$ cat src/rtl/bist_input_seq_ctrl.sv
// BIST input sequencer: seeds the TPG, runs NUM_PATTERNS patterns through a registered CUT input mux, then flushes the MISR.
// Optional per-bit functional hold during test when BIST_INPUT_MASK_EN is defined (adds port bist_mask).
module bist_input_seq_ctrl #(
   parameter int WIDTH        = 36,
   parameter int NUM_PATTERNS = 256,
   parameter int CNT_W        = $clog2(NUM_PATTERNS + 1)
) (
   input  logic             clk,
   input  logic             rst_n,
   input  logic             bist_start,
   input  logic             bist_abort,
   input  logic [WIDTH-1:0] func_in,
   input  logic [WIDTH-1:0] tpg_in,
`ifdef BIST_INPUT_MASK_EN
   input  logic [WIDTH-1:0] bist_mask,
`endif
   output logic [WIDTH-1:0] cut_in,
   output logic             tpg_load,
   output logic             tpg_en,
   output logic             misr_en,
   output logic             bist_busy,
   output logic             bist_done,
   output logic [CNT_W-1:0] pattern_cnt
);

   typedef enum logic [2:0] {
      ST_IDLE  = 3'd0,
      ST_SEED  = 3'd1,
      ST_RUN   = 3'd2,
      ST_FLUSH = 3'd3,
      ST_DONE  = 3'd4
   } state_t;

   localparam logic [CNT_W-1:0] LAST_CNT = CNT_W'(NUM_PATTERNS - 1);

   state_t           state_r;
   logic [WIDTH-1:0] mux_s;

   // Next CUT input: test pattern only while RUN, functional data otherwise.
   always_comb begin
      mux_s = func_in;
      if (state_r == ST_RUN) begin
`ifdef BIST_INPUT_MASK_EN
         mux_s = (tpg_in & ~bist_mask) | (func_in & bist_mask);
`else
         mux_s = tpg_in;
`endif
      end else begin
         mux_s = func_in;
      end
   end

   // Sequencer with registered decodes; flags are loaded from the state being entered.
   always_ff @(posedge clk or negedge rst_n) begin
      if (!rst_n) begin
         state_r     <= ST_IDLE;
         cut_in      <= '0;
         misr_en     <= 1'b0;
         pattern_cnt <= '0;
         tpg_load    <= 1'b0;
         tpg_en      <= 1'b0;
         bist_busy   <= 1'b0;
         bist_done   <= 1'b0;
      end else begin
         cut_in    <= mux_s;
         misr_en   <= (state_r == ST_RUN);
         tpg_load  <= 1'b0;
         tpg_en    <= 1'b0;
         bist_busy <= 1'b0;
         bist_done <= 1'b0;
         if (bist_abort && (state_r != ST_IDLE)) begin
            // Aborted sessions keep their count for inspection and never report done.
            state_r <= ST_IDLE;
         end else begin
            case (state_r)
               ST_IDLE: begin
                  if (bist_start && !bist_abort) begin
                     state_r   <= ST_SEED;
                     tpg_load  <= 1'b1;
                     bist_busy <= 1'b1;
                  end else begin
                     state_r <= ST_IDLE;
                  end
               end
               ST_SEED: begin
                  state_r     <= ST_RUN;
                  pattern_cnt <= '0;
                  tpg_en      <= 1'b1;
                  bist_busy   <= 1'b1;
               end
               ST_RUN: begin
                  pattern_cnt <= pattern_cnt + CNT_W'(1);
                  bist_busy   <= 1'b1;
                  if (pattern_cnt == LAST_CNT) begin
                     state_r <= ST_FLUSH;
                  end else begin
                     state_r <= ST_RUN;
                     tpg_en  <= 1'b1;
                  end
               end
               ST_FLUSH: begin
                  state_r   <= ST_DONE;
                  bist_done <= 1'b1;
               end
               ST_DONE: begin
                  if (bist_start) begin
                     state_r   <= ST_DONE;
                     bist_done <= 1'b1;
                  end else begin
                     state_r <= ST_IDLE;
                  end
               end
               default: begin
                  state_r <= ST_IDLE;
               end
            endcase
         end
      end
   end

endmodule

$ cat config.mk
export PLATFORM = sky130hd
export DESIGN_NAME = bist_input_seq_ctrl
export DESIGN_NICKNAME = d
export VERILOG_FILES = /design/src/rtl/bist_input_seq_ctrl.sv
export SDC_FILE = /design/constraint.sdc
export NUM_CORES = 1
export LEC_CHECK = 0
export ABC_AREA = 1
export BUFFER_PORTS_ARGS = -buffer_cell sky130_fd_sc_hd__buf_2
export CORE_ASPECT_RATIO = 1.1
export CORE_UTILIZATION = 44
export DETAILED_ROUTE_END_ITERATION = 10
export HOLD_SLACK_MARGIN = 0.02
export PLACE_DENSITY = 0.77
export SLEW_MARGIN = 10
export SYNTH_ARGS = -nofsm -noshare
export SYNTH_HDL_FRONTEND = slang
export SYNTH_SLANG_ARGS = --single-unit
export TNS_END_PERCENT = 100
$ cat constraint.sdc
create_clock -name clk -period 2 [get_ports clk]
set_clock_uncertainty 0.15 [all_clocks]
set_input_delay 0 -clock clk [delete_from_list [all_inputs] [get_ports clk]]
set_output_delay 0 -clock clk [all_outputs]
set_load 0.02 [all_outputs]
---- After elaboration in Yosys (flattened, before gate mapping) ----
Cells that the tools add are included.
operators by class
  reduce and logical (&&, ||, !) cells .... 8
  muxes and demuxes ....................... 18
  $add $sub $neg .......................... 1
  bitwise gates (word level) .............. 1
  equal/unequal tests ..................... 5
operators by type and width
  operator               number
  $mux W36               1
  $pmux W9 S2            1
  $pmux W3 S5            1
  $mux W1                10
  $add A9 B1 Y9 const B  1
  $eq A9 B8 Y1 const B   1
  $eq A3 B2 Y1 const B   2
  $mux W3                2
  $pmux W1 S2            3
  $eq A3 B1 Y1 const B   1
  $eq A3 B3 Y1 const B   1
  $logic_not A3 Y1       1
  $reduce_bool A3 Y1     1
  $logic_and A1 B1 Y1    2
  $reduce_and A2 Y1      1
  $reduce_bool A2 Y1     1
  $reduce_or A2 Y1       1
  $logic_not A1 Y1       1
  $not A1 Y1             1
word-level totals
  output and inout bits ................... 50
  register bits after elaboration ......... 53
  logic and storage cells ................. 41
  input bits .............................. 76

---- Depth between registers and ports, before layout ----
  depth after elaboration ................. 5
  depth in mapped cells ................... 8
  gate-level depth less buffers ........... 8

---- Worst setup path before layout ----
No wires, ideal clock.
  kind .................................... register to register
  start point ............................. register pattern_cnt[0]
  end point ............................... register state_r[0]
  period minus slack after synthesis ...... 1.687 ns
  required time ........................... 1.777 ns
  stages on the path, launching flop included .. 9
  setup time .............................. 0.073 ns
  path buffers ............................ 0
  data arrival time ....................... 1.464 ns
  setup slack ............................. 0.313 ns
  cells stage by stage .................... dfrtp_1 -> ha_1 -> nand3_1 -> nor2_1 -> nand2_1 -> nor2_1 -> ha_1 -> a21oi_4 -> a21oi_2
on the way
  word-level cells in the longest chain between the ends .. 4
ends and longest elaborated chain
  item                    line  RTL
  from (decl)             23    output logic [CNT_W-1:0] pattern_cnt
  from (signal assigned)  92    pattern_cnt <= pattern_cnt + CNT_W'(1);
  $eq A9 B8 Y1            94    if (pattern_cnt == LAST_CNT) begin
  $mux W1                 94
  $pmux W3 S5             75    case (state_r)
  $mux W3                 71    if (bist_abort && (state_r != ST_IDLE)) begin
  to (signal assigned)    73    state_r <= ST_IDLE;
  to (signal assigned)    78    state_r <= ST_SEED;
  to (signal assigned)    95    state_r <= ST_FLUSH;
  to (decl)               36    state_t state_r;
No other way between the ends.
A chain may end at the register's enable or synchronous reset.

---- Worst setup path in the final report ----
  start point ............................. register state_r[2]
  end point ............................... register cut_in[12]
on the way
  word-level cells in the longest chain between the ends .. 2
ends and longest elaborated chain
  item                    line  RTL
  from (signal assigned)  56    state_r <= ST_IDLE;
  from (signal assigned)  73
  from (signal assigned)  78
  $eq A3 B2 Y1            42    if (state_r == ST_RUN) begin
  $mux W36                42
  via mux_s[12]           37    logic [WIDTH-1:0] mux_s;
  to (signal assigned)    65    cut_in <= mux_s;
  to (decl)               17    output logic [WIDTH-1:0] cut_in,
The timed path passes the listed nets, and every way through them passes these cells.

==> run metrics <==
FP Rows 26; Mean Syn Cell Area 8.95 um2; asr flop ratio synth 1.00; Pins Over Slew Limit 0; Detailed Route WL 6.92 mm; Cell variety after synth 24; Comb power frac 0.492; gpl congestion 0.794; Hold Crit Class input port to async pin; Synth Warn # 0; vias per cell 4.83; share of the synthesized area in the top cell type 0.595; mapped cell area 2230 um2; GRT Total Usage 0.264; Pwr Total 4.21 mW; Core Region 4750 um2; P_int 2.51 mW; critical path required time 2.04 ns; Post-synth top flop dfrtp_1; fin area 3720 um2; setup_tns 0 ns; post-synthesis sequential area ratio 0.595; met1 WL 2.54 mm; vias in the first global route 2524; first-pass GRT wire length 11.2 mm; Post-synth top cells 135 x nand2_1, 53 x dfrtp_1, 11 x nand3_1, 10 x inv_1; worst vdd ir 0.000551 V; RSZ-0062 raised after global routing true; number of synthesized flops with an enable pin 0; H-tree depth 2; leak pwr 2.05 nW; startpoint types flop; Ant. Diodes 0; Worst-Margin Slew 0.570 ns; setup bufs post-CTS 0; Max Freq 514 MHz; Iter 0 DRT Violations 126; Final Setup Violations 0; switching share of power 0.404; nets@finish 528; gr ovfl total 0; IO Pins 126; Root Driver clkbuf_8; Met2 Routed Length 3.87 mm; Die H 76.7 um; Post-DP Area 2870 um2; PD cells 1130 nW/um2; Fin. Hold Viols 0; Clock power frac 0.138; crit path DAT 1.99 ns; Routed WL per cell 13.6 um; #FFs+latches synth 53; status completed; CTS Sinks 53; fillers 320; DP HPWL 3.79 mm; CTS max path bufs 2; largest area contributor in the netlist dfrtp_1; total DRC errors in the routed layout 0; Total Die Area 5360 um2; minimum clock period after layout 1.94 ns; Slew Limit Headroom 0.620; Antenna Nets Post-Route 0; initial antenna violation count 0; metal3 WL 404 um; period utilisation layout 0.972; Area contributors post-synth dfrtp_1 59%, nand2_1 23%, nand3_1 2.5%, buf_6 2.0%, inv_1 1.7%; setup slack after layout 0.0563 ns; CTS Buf Count 5; count leader, synth nand2_1; Clock Latency Late Sink 0.30 ns; via count 2447; register share of total power 0.370; Die W 69.9 um; Syn Inst Count 249; share of cells above drive strength 1 0.326; PortBufs 125; CP max FO 20; Maximum Capacitance Violations 0; sw power 1.70 mW; syn_nets 327; Setup crit end kind flop; Place WS 0.334 ns; Initial Util 0.469; Top Metal Used met4; CTS clk-pin slew, worst paths 0.09 ns; Setup CP Type flop to flop; pin count of the biggest net entering global routing 47; Area growth syn-to-layout 66.7%; WHS 0.0714 ns; router iterations before antenna repair 5; CTS tree done
-- kinds of logic after synthesis --
group / count (synthesis) / share of synthesized area
AO/OA/AOI/OAI: 13 / 0.0404
adder cells (fa/ha/maj): 2 / 0.0112
buffers and inverters: 21 / 0.0651
flip-flops: 53 / 0.595
AND/OR/NAND/NOR: 160 / 0.288
-- critical path: stages (launching register included) --
cell	delay, ns
dfrtp_1	0.40
inv_1	0.12
nand3_2	0.19
buf_6	0.23
nand2_1	0.10
nand2_1	0.08
dlygate4sd3_1	0.56
-- power groups by stage --
stage	Combinational, mW	Sequential, mW	Clock [mW]
after floorplan	0.654	2.04	0
after global placement	1.60	1.55	0
after detailed placement	1.62	1.56	0
after CTS	2.01	1.54	0.606
after global routing	2.23	1.59	0.649
final	2.07	1.56	0.581
-- cell usage in the layout, fill, tap and decap left out --
cell and n:
nand3_1 11, o21ai_0 1, nor2_1 6, clkinv_2 2
clkbuf_8 5, a21oi_2 2, inv_2 1, dfrtp_1 53
nand3_2 1, clkinv_8 1, a21oi_4 1, clkinvlp_4 1
dlygate4sd3_1 75, buf_6 2, nor2_2 1, nand2_4 1
nand2_2 2, or2_2 1, inv_1 10, o21bai_1 2
ha_1 2, nand4_1 2, o21ai_1 6, o22ai_1 1
buf_12 1, nand2_1 135, buf_2 125
-- final timing paths --
| path | from | to | slack, ns | depth (start not counted) |
|---|---|---|---|---|
| max in group asynchronous | rst_n | cut_in[28] | 1.07 | 3 |
| min in group clk | func_in[3] | cut_in[3] | 0.27 | 4 |
| min | rst_n | bist_done | 0.07 | 2 |
| max reg2reg | state_r[2] | cut_in[12] | 0.06 | 6 |
| max | state_r[2] | cut_in[12] | 0.06 | 6 |
| min reg2reg | pattern_cnt[1] | pattern_cnt[1] | 0.39 | 2 |
-- area by class of cell --
class	count	area, um2	share of cell area
clock buffers	5	68.8	0.0185
clock inverters	3	17.5	0.00471
inverters	12	57.6	0.0155
multi-input cells	175	758	0.204
flip-flops and latches	53	1330	0.357
well taps	56	70.1	0.0188
repair buffers	203	1420	0.382
-- through the flow --
stage | cells | utilization
after global routing | 507 | 0.783
after detailed placement | 424 | 0.604
after global placement | 424 | 0.604
after CTS | 507 | 0.780
final | 507 | 0.783
after floorplan | 249 | -
-- state kept, by name, indices dropped and copies added (netlist names) --
signal       count
pattern_cnt      9
misr_en          1
state_r          3
bist_done        1
cut_in          36
bist_busy        1
tpg_load         1
tpg_en           1
-- timing repair --
action	in CTS	in global routing
endpoints found under the hold margin	101	0
resized for setup	0	3
hold buffers	75	0
endpoints found under the setup margin	0	2
-- layer usage --
metal  vias to the layer above  track usage
met5                         -            0
met4                         0       0.0660
met3                        10       0.0591
met2                       110        0.510
met1                      1165        0.286
li1                       1162            -
Power figures use the tool's default switching activity.
